<file path="src/rtl/tri_wire_raster.sv">
// Wireframe triangle rasterizer: walks the enabled triangle edges with a Bresenham engine and
// streams framebuffer pixel addresses. Define RASTER_CLIP_EN to suppress off-screen pixels.
module tri_wire_raster #(
   parameter int unsigned COORD_W = 8,
   parameter int unsigned FB_W    = 160,
   parameter int unsigned FB_H    = 120,
   parameter int unsigned ADDR_W  = $clog2(FB_W*FB_H)
) (
   input  logic               clk,
   input  logic               rst,
   input  logic               start,
   input  logic [COORD_W-1:0] x0,
   input  logic [COORD_W-1:0] y0,
   input  logic [COORD_W-1:0] x1,
   input  logic [COORD_W-1:0] y1,
   input  logic [COORD_W-1:0] x2,
   input  logic [COORD_W-1:0] y2,
   input  logic [2:0]         edge_en,
   output logic               pix_valid,
   input  logic               pix_ready,
   output logic [ADDR_W-1:0]  pix_addr,
   output logic               busy,
   output logic               done
);

   localparam int unsigned DW = COORD_W + 1;
   localparam int unsigned EW = COORD_W + 2;
   localparam logic [COORD_W-1:0] ONE = COORD_W'(1);

   typedef enum logic [1:0] {IDLE, LOAD, STEP, DONE} state_t;

   state_t               state, state_n;
   logic [1:0]           idx, idx_n;
   logic [2:0]           en;
   logic [COORD_W-1:0]   vx [3];
   logic [COORD_W-1:0]   vy [3];
   logic [COORD_W-1:0]   cx, cy, qx, qy;
   logic [COORD_W-1:0]   cx_n, cy_n, qx_n, qy_n;
   logic [COORD_W-1:0]   px_sel, py_sel, qx_sel, qy_sel;
   logic signed [DW-1:0] dx, dy, dx_n, dy_n;
   logic                 sx, sy, sx_n, sy_n;
   logic signed [EW-1:0] err, err_n, e2;
   logic [1:0]           nxt_idx;
   logic                 nxt_ok;
   logic                 advance;
   logic                 valid_n, busy_n, done_n;
   logic [ADDR_W-1:0]    addr_n;

   // Endpoints of the current edge and the next enabled edge after it, if any.
   always_comb begin
      px_sel = vx[2];
      py_sel = vy[2];
      qx_sel = vx[0];
      qy_sel = vy[0];
      case (idx)
         2'd0: begin
            px_sel = vx[0]; py_sel = vy[0]; qx_sel = vx[1]; qy_sel = vy[1];
         end
         2'd1: begin
            px_sel = vx[1]; py_sel = vy[1]; qx_sel = vx[2]; qy_sel = vy[2];
         end
         default: ;
      endcase
      nxt_ok  = 1'b0;
      nxt_idx = idx;
      if (idx == 2'd0 && en[1]) begin
         nxt_ok  = 1'b1;
         nxt_idx = 2'd1;
      end else if (idx != 2'd2 && en[2]) begin
         nxt_ok  = 1'b1;
         nxt_idx = 2'd2;
      end
   end

   // Next state, edge walker and registered-output inputs.
   always_comb begin
      state_n = state;
      idx_n   = idx;
      cx_n    = cx;
      cy_n    = cy;
      qx_n    = qx;
      qy_n    = qy;
      dx_n    = dx;
      dy_n    = dy;
      sx_n    = sx;
      sy_n    = sy;
      err_n   = err;
      e2      = err <<< 1;
      advance = pix_ready || !pix_valid;

      case (state)
         IDLE: begin
            idx_n = 2'd0;
            if (start) state_n = LOAD;
         end
         LOAD: begin
            if (en[idx]) begin
               state_n = STEP;
               cx_n    = px_sel;
               cy_n    = py_sel;
               qx_n    = qx_sel;
               qy_n    = qy_sel;
               sx_n    = qx_sel < px_sel;
               sy_n    = qy_sel < py_sel;
               dx_n    = $signed(DW'(sx_n ? px_sel - qx_sel : qx_sel - px_sel));
               dy_n    = -$signed(DW'(sy_n ? py_sel - qy_sel : qy_sel - py_sel));
               err_n   = EW'(dx_n) + EW'(dy_n);
            end else if (nxt_ok) begin
               idx_n = nxt_idx;
            end else begin
               state_n = DONE;
            end
         end
         STEP: begin
            if (advance) begin
               if (cx == qx && cy == qy) begin
                  // Edge finished: fold the edge-advance into this cycle.
                  if (nxt_ok) begin
                     state_n = LOAD;
                     idx_n   = nxt_idx;
                  end else begin
                     state_n = DONE;
                  end
               end else begin
                  if (e2 >= EW'(dy)) begin
                     err_n = err_n + EW'(dy);
                     cx_n  = sx ? cx - ONE : cx + ONE;
                  end
                  if (e2 <= EW'(dx)) begin
                     err_n = err_n + EW'(dx);
                     cy_n  = sy ? cy - ONE : cy + ONE;
                  end
               end
            end
         end
         DONE: state_n = IDLE;
         default: state_n = IDLE;
      endcase

`ifdef RASTER_CLIP_EN
      valid_n = (state_n == STEP) && (32'(cx_n) < FB_W) && (32'(cy_n) < FB_H);
`else
      valid_n = (state_n == STEP);
`endif
      addr_n = ADDR_W'(32'(cy_n) * FB_W + 32'(cx_n));
      busy_n = (state_n == LOAD) || (state_n == STEP);
      done_n = (state_n == DONE);
   end

   // State and output registers.
   always_ff @(posedge clk) begin
      if (rst) begin
         state     <= IDLE;
         pix_valid <= 1'b0;
         pix_addr  <= '0;
         busy      <= 1'b0;
         done      <= 1'b0;
      end else begin
         state     <= state_n;
         pix_valid <= valid_n;
         pix_addr  <= addr_n;
         busy      <= busy_n;
         done      <= done_n;
      end
   end

   // Latched triangle and edge-walker datapath; only meaningful while busy.
   always_ff @(posedge clk) begin
      if (state == IDLE && start) begin
         vx[0] <= x0;
         vy[0] <= y0;
         vx[1] <= x1;
         vy[1] <= y1;
         vx[2] <= x2;
         vy[2] <= y2;
         en    <= edge_en;
      end
      idx <= idx_n;
      cx  <= cx_n;
      cy  <= cy_n;
      qx  <= qx_n;
      qy  <= qy_n;
      dx  <= dx_n;
      dy  <= dy_n;
      sx  <= sx_n;
      sy  <= sy_n;
      err <= err_n;
   end

endmodule

</file>
<file path="config.mk">
export PLATFORM = sky130hd
export DESIGN_NAME = tri_wire_raster
export DESIGN_NICKNAME = d
export VERILOG_FILES = /design/src/rtl/tri_wire_raster.sv
export SDC_FILE = /design/constraint.sdc
export NUM_CORES = 1
export LEC_CHECK = 0
export CORE_MARGIN = 5
export CORE_UTILIZATION = 40
export DETAILED_ROUTE_END_ITERATION = 7
export PLACE_DENSITY = 0.57
export SYNTH_ARGS = -nofsm -noshare
export SYNTH_HDL_FRONTEND = slang
export SYNTH_SLANG_ARGS = --single-unit
</file>
<file path="constraint.sdc">
create_clock -name clk -period 9.6 [get_ports clk]
set_input_delay 1.92 -clock clk [delete_from_list [all_inputs] [get_ports clk]]
set_output_delay 1.92 -clock clk [all_outputs]
set_load 0.01 [all_outputs]
</file>
## Word-level counts from Yosys, hierarchy flattened

Memories as Yosys holds them, arrays and structs flattened.
Cells that the tools add are included.
Widths: inputs -> output; s select.

- Flip-flop bits (word level): 87
- RAM bits: 48
- Memories kept: 2
- Input bits: 55
- Word-level logic and storage cells: 113

- Add/subtract/negate cells: 13
- Multiplexer cells: 47
- Equality and inequality tests: 15
- $lt $le $gt $ge: 5
- $mul: 1
- Reductions and logical operators: 14

Memories:

| memory | words | width | rd ports | clocked after Yosys merged registers in | write ports | line | text |
|---|---|---|---|---|---|---|---|
| vx | 3 | 8 | 3 | 0 | 3 | 35 | `logic [COORD_W-1:0] vx [3];` |
| vy | 3 | 8 | 3 | 0 | 3 | 36 | `logic [COORD_W-1:0] vy [3];` |

Operators by type and width:

| kind | count |
|---|---|
| $pmux 8 s2 | 6 |
| $mux 10 | 8 |
| $mux 8 | 10 |
| $sub 8x8->9 | 4 |
| $mux 2 | 12 |
| $add 10x9->10 | 2 |
| $pmux 10 s2 | 1 |
| $mux 9 | 2 |
| $add 8x1->8 const B | 2 |
| $eq 8x8->1 | 2 |
| $lt 8x8->1 | 2 |
| $sub 8x1->8 const B | 2 |
| $add 15x8->15 | 1 |
| $ne 2x2->1 const B | 6 |
| $add 9x9->10 | 1 |
| $ge 10x9->1 | 1 |
| $le 10x9->1 | 1 |
| $mul 8x3->10 const B | 1 |
| $neg 9->9 | 1 |
| $eq 2x2->1 const B | 4 |
| $pmux 2 s4 | 1 |
| $reduce_and 4->1 | 2 |
| $eq 2x1->1 const B | 3 |
| $pmux 2 s3 | 1 |
| other kinds (10) | 19 |

## Logic depth before layout (Yosys ltp)

Gate-level depths: netlist of run 1.

- Depth in word-level cells: 10
- Mapped depth: 29
- Depth with buffers taken out: 23

## Worst setup path before layout of run 1

Ideal clock, no wire load.

- Path kind: register -> register
- Start point: register idx[0]
- End point: register err[8], data pin
- Stages on the path, launching flop included: 29
- Required time: 9.340 ns
- Arrival: 6.031 ns
- Setup slack: 3.309 ns
- Setup time: 0.260 ns
- Clock period less this slack: 6.291 ns
- Cell sequence: edfxtp_1 -> clkbuf_1 -> buf_2 -> buf_2 -> buf_1 -> mux2i_1 -> o21ai_0 -> inv_1 -> ha_1 -> nand2b_1 -> a21o_1 -> o21ai_2 -> buf_2 -> mux2i_1 -> ha_1 -> nand3_1 -> a21o_1 -> nand3_1 -> nor2_1 -> ha_1 -> a21o_1 -> a21oi_1 -> o21ai_0 -> o21ai_0 -> nand2b_1 -> a21oi_1 -> xor2_1 -> xnor3_1 -> mux2_2

- Word-level cells in the longest chain between the ends: 8
- Elaborated cells on any way between the ends: 18

RTL lines:

| element | line | text |
|---|---|---|
| start: declaration | 33 | `logic [1:0] idx, idx_n;` |
| start signal: assignment | 178 | `idx <= idx_n;` |
| $eq 2x1->1 / $logic_not 2->1 (equally long branches) | 55 | `case (idx)` |
| $pmux 8 s2 * | 55 |  |
| via qy_sel[1] | 39 | `logic [COORD_W-1:0] px_sel, py_sel, qx_sel, qy_sel;` |
| $sub 8x8->9 / $lt 8x8->1 (equally long branches) | 106, 104 |  |
| $mux 9 * | 106 | `dy_n = -$signed(DW'(sy_n ? py_sel - qy_sel : qy_sel - py_sel));` |
| $neg 9->9 * | 106 |  |
| $add 9x9->10 * | 107 | `err_n = EW'(dx_n) + EW'(dy_n);` |
| $mux 10 * | 97 | `if (en[idx]) begin` |
| $pmux 10 s2 * | 91 | `case (state)` |
| via err_n[8] | 42 | `logic signed [EW-1:0] err, err_n, e2;` |
| end signal: assignment | 187 | `err <= err_n;` |
| end: declaration | 42 |  |

Mark *: on every way through the listed nets, which the timed path passes. The rest lies on a longest branch. The select of a mux whose other input is x is not followed.
A chain may end at the register's enable or synchronous reset.

## Final worst setup path of run 1

- Start point: register idx[0]
- End point: register err[8], data pin

- Elaborated cells on any way between the ends: 18

RTL lines:

| element | line | text |
|---|---|---|
| $eq 2x1->1 / $logic_not 2->1 (equally long branches) | 55 |  |
| $pmux 8 s2 * | 55 |  |
| via qx_sel[1] | 39 |  |
| $sub 8x8->9 / $lt 8x8->1 (equally long branches) | 105, 103 |  |
| $mux 9 * | 105 | `dx_n = $signed(DW'(sx_n ? px_sel - qx_sel : qx_sel - px_sel));` |
| $add 9x9->10 * | 107 |  |
| $mux 10 * | 97 |  |
| $pmux 10 s2 * | 91 |  |
| via err_n[8] | 42 |  |

Marks and branches as above.

==> results of run 1 <==
## final timing paths
kind                                      startpoint  cells after the start  slack (ns)                  end
worst max register to register  idx[0]$_SDFFCE_PP0P_                     20        3.06     err[8]$_DFFE_PP_
worst min register to register   state[0]$_SDFF_PP0_                      2        0.63  state[0]$_SDFF_PP0_
worst min-delay path             state[0]$_SDFF_PP0_                      2        0.63  state[0]$_SDFF_PP0_
worst max-delay path            idx[0]$_SDFFCE_PP0P_                     20        3.06     err[8]$_DFFE_PP_
## flip-flops by register name, summed over array words and instances, names as in the netlist, 3 cells and up
signal / count
dx: 9
err: 9
qx: 8
cy: 8
qy: 8
dy: 9
pix_addr: 15
cx: 8
vy: 24
en: 3
vx: 24
## area by class of cell
cell class / count / area share
Clock buffer: 18 / 0.0383
Multi-Input combinational cell: 723 / 0.481
Sequential cell: 134 / 0.327
Inverter: 87 / 0.0292
Tap cell: 319 / 0.0357
Timing Repair Buffer: 80 / 0.0697
Clock inverter: 14 / 0.0190
## Yosys cell counts, types with 6 or more instances
library cell	instances	area share
nor2b_1	26	0.017
clkbuf_1	20	0.0079
edfxtp_1	98	0.31
nand3_1	12	0.0063
o21ai_0	83	0.044
nand2b_1	9	0.0059
dfxtp_1	36	0.076
nand4_1	11	0.0072
a22oi_1	7	0.0055
inv_1	87	0.034
o21bai_1	6	0.0047
nor3_1	18	0.0095
mux2_2	6	0.0071
a21oi_1	62	0.033
nor2_1	57	0.023
xor2_1	25	0.023
mux2i_1	46	0.048
fa_1	11	0.023
a21o_1	30	0.024
nand2_1	80	0.032
ha_1	107	0.14
xnor2_1	51	0.047
o21a_1	8	0.0063
## metal layers
layer	vias up	GRT usage	share of wire
li1	3598	-	-
met4	0	0.0549	0.016
met1	3228	0.249	0.49
met5	-	0	0
met2	211	0.255	0.44
met3	28	0.0296	0.058
## cell families after synthesis
family                     after synthesis  synth area share
DFF                                    134             0.386
buffers and inverters                  116            0.0473
adders and majority gates              118             0.164
muxes                                   53            0.0572
AOI/OAI and AO/OA                      245             0.161
and+or+nand+nor                        230             0.112
xor gates and xnor gates                77            0.0725
## through the flow
stage	util	setup slack [ns]	hold WS [ns]	cells	area, µm²
after floorplan	-	3.31	0.537	973	9500
after global placement	0.451	3.23	0.598	1343	10600
after detailed placement	0.451	3.08	0.599	1343	10600
after CTS	0.478	3.04	0.622	1375	11200
after global routing	0.478	2.45	0.670	1375	11200
final	0.478	3.06	0.631	1375	11200
## worst register-to-register path, stage by stage (launching register included)
cell,delay (ns)
edfxtp_1,0.87
buf_4,0.46
mux2i_1,0.13
o21ai_0,0.45
inv_1,0.16
ha_1,0.31
nor2b_1,0.14
o2111ai_1,0.28
a31oi_1,0.20
a21oi_1,0.76
mux2_2,0.46
fa_1,0.44
a21o_1,0.17
a21oi_1,0.20
o21ai_0,0.15
o21ai_0,0.16
nand2b_1,0.07
a21oi_1,0.17
xor2_1,0.17
xnor3_1,0.24
mux2_2,0.27
## layout by cell type (no fill, tap or decap), types with 8 or more instances in the layout
cell type,n
nand2b_1,9
a21o_1,30
fa_1,11
nor2_1,57
nor3_1,18
inv_1,87
nand3_1,12
clkdlybuf4s50_1,72
nor2b_1,26
o21a_1,8
nand4_1,11
o21ai_0,83
dfxtp_1,36
buf_4,8
xor2_1,25
nand2_1,80
xnor2_1,51
mux2i_1,46
a21oi_1,62
edfxtp_1,98
ha_1,107
clkbuf_16,17
==> run metrics, run 1 <==
Post-Syn Nets=1146; drt first pass iters=6; layout cells sized above 1=0.0540; Core Region=0.0234 mm²; number of diodes=0; max-cap violation count=0; clk sinks=roughly 130; slowest stage delay, CP=0.87 ns; CP startpoint kind=flop; most used flip-flop cell after synthesis=edfxtp_1; clk slew on worst S/H paths=about 0.06 ns; Iter 0 DRT Violations=just over 500; CTS root buf=clkbuf_16; nets=1216; share of flip-flops with an asynchronous set or reset=0; clk_skew=around 0.0085 ns; RePlAce Congestion=0.868; FP Rows=56; Syn Inst Count=973; DRC=0; Max H-tree Level=4; Area growth, synth to finish=17.9%; Yosys cell types=57; die width=approximately 160 µm; Min-Delay Path Class=flop to flop; HPWL after DPL=about 18000 µm; worst slew pin tran=1.04 ns; Critical Path Fanout Max=21; fin. max-slew vios=0; Arr. time, crit path=6.71 ns; CP required=9.77 ns; Tcrit/Tclk final=0.681; Post-Syn Area=0.00950 mm²; Longest Clk Path Bufs=2; Final TNS setup=0 ns; CTS Buf Count=17; port bufs=72; sequential share of the synthesized area=0.386; DR vias=7065; WL per Instance=16.3 µm; critical path, cell by cell=buf_4 -> mux2i_1 -> o21ai_0 -> inv_1 -> ha_1 -> nor2b_1 -> o2111ai_1 -> a31oi_1 -> a21oi_1 -> mux2_2 -> fa_1 -> a21o_1 -> a21oi_1 -> o21ai_0 -> o21ai_0 -> nand2b_1 -> a21oi_1 -> xor2_1 -> xnor3_1 -> mux2_2; largest net degree at the start of global routing=52; first-pass GRT wire length=roughly 36000 µm; Rel. slew slack=0.308; initial antenna violation count=0; Reg area=between 0.003 and 0.004 mm²; I/O Pins=73; CP max-delay cell=edfxtp_1; All-Layer GR Usage=0.170; die height=164 µm; post_cts resized=0; Synth Warn #=0; Seq cells post-synth=~130; Initial Util=0.406; min Tclk post-route=6.54 ns; die area=between 0.02 and 0.03 mm²; CTS Hold Bufs=0; area of the multi-input gates=0.00538 mm²; unrepaired setup endpoints after global routing=no; final wirelength=around 22000 µm; syn_area_per_cell=roughly 9.8 µm²; Highest Clock Rate=~0.15 GHz; Setup Buffers After CTS=0; CTS tree=built; Final Hold Vio Count=0; worst skew pair latency=0.42 ns; buffer and inverter count on the worst path=2; status=complete, no violations; cell family with most CP delay=compound AO/OA/AOI/OAI gates; CP Capture Type=flop; critical path class=flop to flop; gr ovfl total=0; post-route ant nets=0; number of synthesized flops with an enable pin=98; drt via density=5.14; vias in the first global route=a little under 7000; Setup Viol. Count Final=0; # fillers=2176
Power of run 1 is not shown: default switching activity piles up to over one toggle a cycle in this logic, so the estimate is an artifact.
==> run 2: changes to the inputs <==
PLACE_DENSITY = 0.59   (was 0.57)
clock period = 5.53 ns   (was 9.6 ns; I/O delays follow)
==> run 2 against run 1 <==
Clock skew up 0.0052 ns. Register-to-register slack worse by 2.8 ns. Fmax up 25%. Wire length down 1.6%. Utilization up 1.1 points. Worst hold slack worse by 0.0063 ns.
==> run metrics, run 2 (synthesis results as in run 1) <==
worst skew pair latency=0.42 ns; clk sinks=approximately 130; RePlAce Congestion=0.873; CP Capture Type=flop; layout cells sized above 1=0.0859; Final Hold Vio Count=0; status=complete, no violations; FP Rows=56; DRC=0; number of diodes=0; Final TNS setup=0 ns; Critical Path Fanout Max=18; CP startpoint kind=flop; # fillers=between 2000 and 2500; vias in the first global route=6978; critical path class=flop to flop; Tcrit/Tclk final=0.944; Highest Clock Rate=around 0.19 GHz; Rel. slew slack=0.346; DR vias=7210; die height=164 µm; drt via density=5.14; final wirelength=around 22000 µm; largest net degree at the start of global routing=about 70; HPWL after DPL=17500 µm; CTS Buf Count=17; fin. max-slew vios=0; worst slew pin tran=0.981 ns; Area growth, synth to finish=20.5%; post-route ant nets=0; CTS tree=built; Setup Viol. Count Final=0; max-cap violation count=0; Max H-tree Level=4; Initial Util=0.406; nets=1243; initial antenna violation count=0; clk slew on worst S/H paths=0.06 ns; drt first pass iters=6; first-pass GRT wire length=35600 µm; gr ovfl total=0; I/O Pins=73; die area=0.0269 mm²; CP required=approximately 5.7 ns; most common cell after layout, fill and taps aside=ha_1; Iter 0 DRT Violations=475; Arr. time, crit path=5.39 ns; min Tclk post-route=5.22 ns; WL per Instance=15.7 µm; Longest Clk Path Bufs=2; Top Registers=vx: 24 flops, vy: 24 flops, pix_addr: 15 flops; clk_skew=0.0137 ns; most frequent cells in the layout=ha_1 (104), edfxtp_1 (98), inv_1 (87); All-Layer GR Usage=0.167; Core Region=roughly 0.023 mm²; unrepaired setup endpoints after global routing=yes; die width=between 150 and 200 µm; CTS root buf=clkbuf_16; Min-Delay Path Class=flop to flop; port bufs=72
==> run 2: cell types whose count changed in the layout (fill, tap and decap cells not counted), sizes merged <==
cell and change:
inv -2, clkinvlp -2, clkinv +4, bufinv -4, clkbuf +5, buf +26
==> run 2: final cells by class <==
cell class              count  area [µm²]  area share
multi-input cells         723        5420       0.474
flip-flops and latches    134        3660       0.320
repair buffers            107        1030      0.0897
clock buffers              22         529      0.0463
well taps                 319         399      0.0349
inverters                  87         327      0.0285
clock inverters            10        77.6     0.00678
==> run 2: through the flow <==
| stage | hold slack [ns] | utilization | instance area (µm²) | instances | setup WS [ns] |
|---|---|---|---|---|---|
| 2_1_floorplan | 0.537 | - | 9520 | 973 | 0.00540 |
| 3_3_place_gp | 0.597 | 0.460 | 10800 | 1367 | 0.303 |
| 3_5_place_dp | 0.586 | 0.460 | 10800 | 1367 | 0.176 |
| 4_1_cts | 0.618 | 0.486 | 11400 | 1399 | 0.159 |
| 5_1_grt | 0.658 | 0.489 | 11400 | 1402 | -0.00728 |
| 6_report | 0.624 | 0.489 | 11400 | 1402 | 0.307 |
==> run 2: worst paths after layout <==
check | to | depth (start not counted) | slack [ns] | startpoint
setup / recovery | err[8]$_DFFE_PP_ | 24 | 0.31 | idx[0]$_SDFFCE_PP0P_
hold / removal | state[0]$_SDFF_PP0_ | 2 | 0.62 | state[0]$_SDFF_PP0_
setup reg to reg | err[8]$_DFFE_PP_ | 24 | 0.31 | idx[0]$_SDFFCE_PP0P_
hold reg to reg | state[0]$_SDFF_PP0_ | 2 | 0.62 | state[0]$_SDFF_PP0_
==> run 2: per-layer routing <==
| layer | vias up | GRT usage | part of all wire |
|---|---|---|---|
| met5 | - | 0 | 0 |
| met4 | 0 | 0.0469 | 0.012 |
| met3 | 21 | 0.0243 | 0.046 |
| met2 | 176 | 0.255 | 0.43 |
| met1 | 3346 | 0.247 | 0.51 |
| li1 | 3667 | - | - |
==> run 2: what timing repair did <==
| action | in CTS | in global routing |
|---|---|---|
| hold buffers | 0 | 0 |
| resized for setup | 0 | 15 |
| setup endpoints to repair | 0 | 2 |
| setup buffers | 0 | 2 |
==> run 2: worst max-delay path, stage by stage (launching register included) <==
cell and delay (ns):
edfxtp_1 0.44, buf_12 0.22, mux2i_1 0.19, o21ai_0 0.11, buf_4 0.16, ha_1 0.35, and2_2 0.22, nand2_1 0.10
o21ai_4 0.27, mux2i_2 0.28, ha_2 0.25, nand3_1 0.08, a21o_1 0.19, nand3_1 0.12, nor2_1 0.09, ha_1 0.32
a21o_1 0.20, a21oi_2 0.17, o21ai_0 0.13, o21ai_0 0.16, nand2b_1 0.07, a21oi_1 0.17, xor2_1 0.18, xnor3_1 0.23
mux2_2 0.27
Power of run 2 is left out for the same reason.
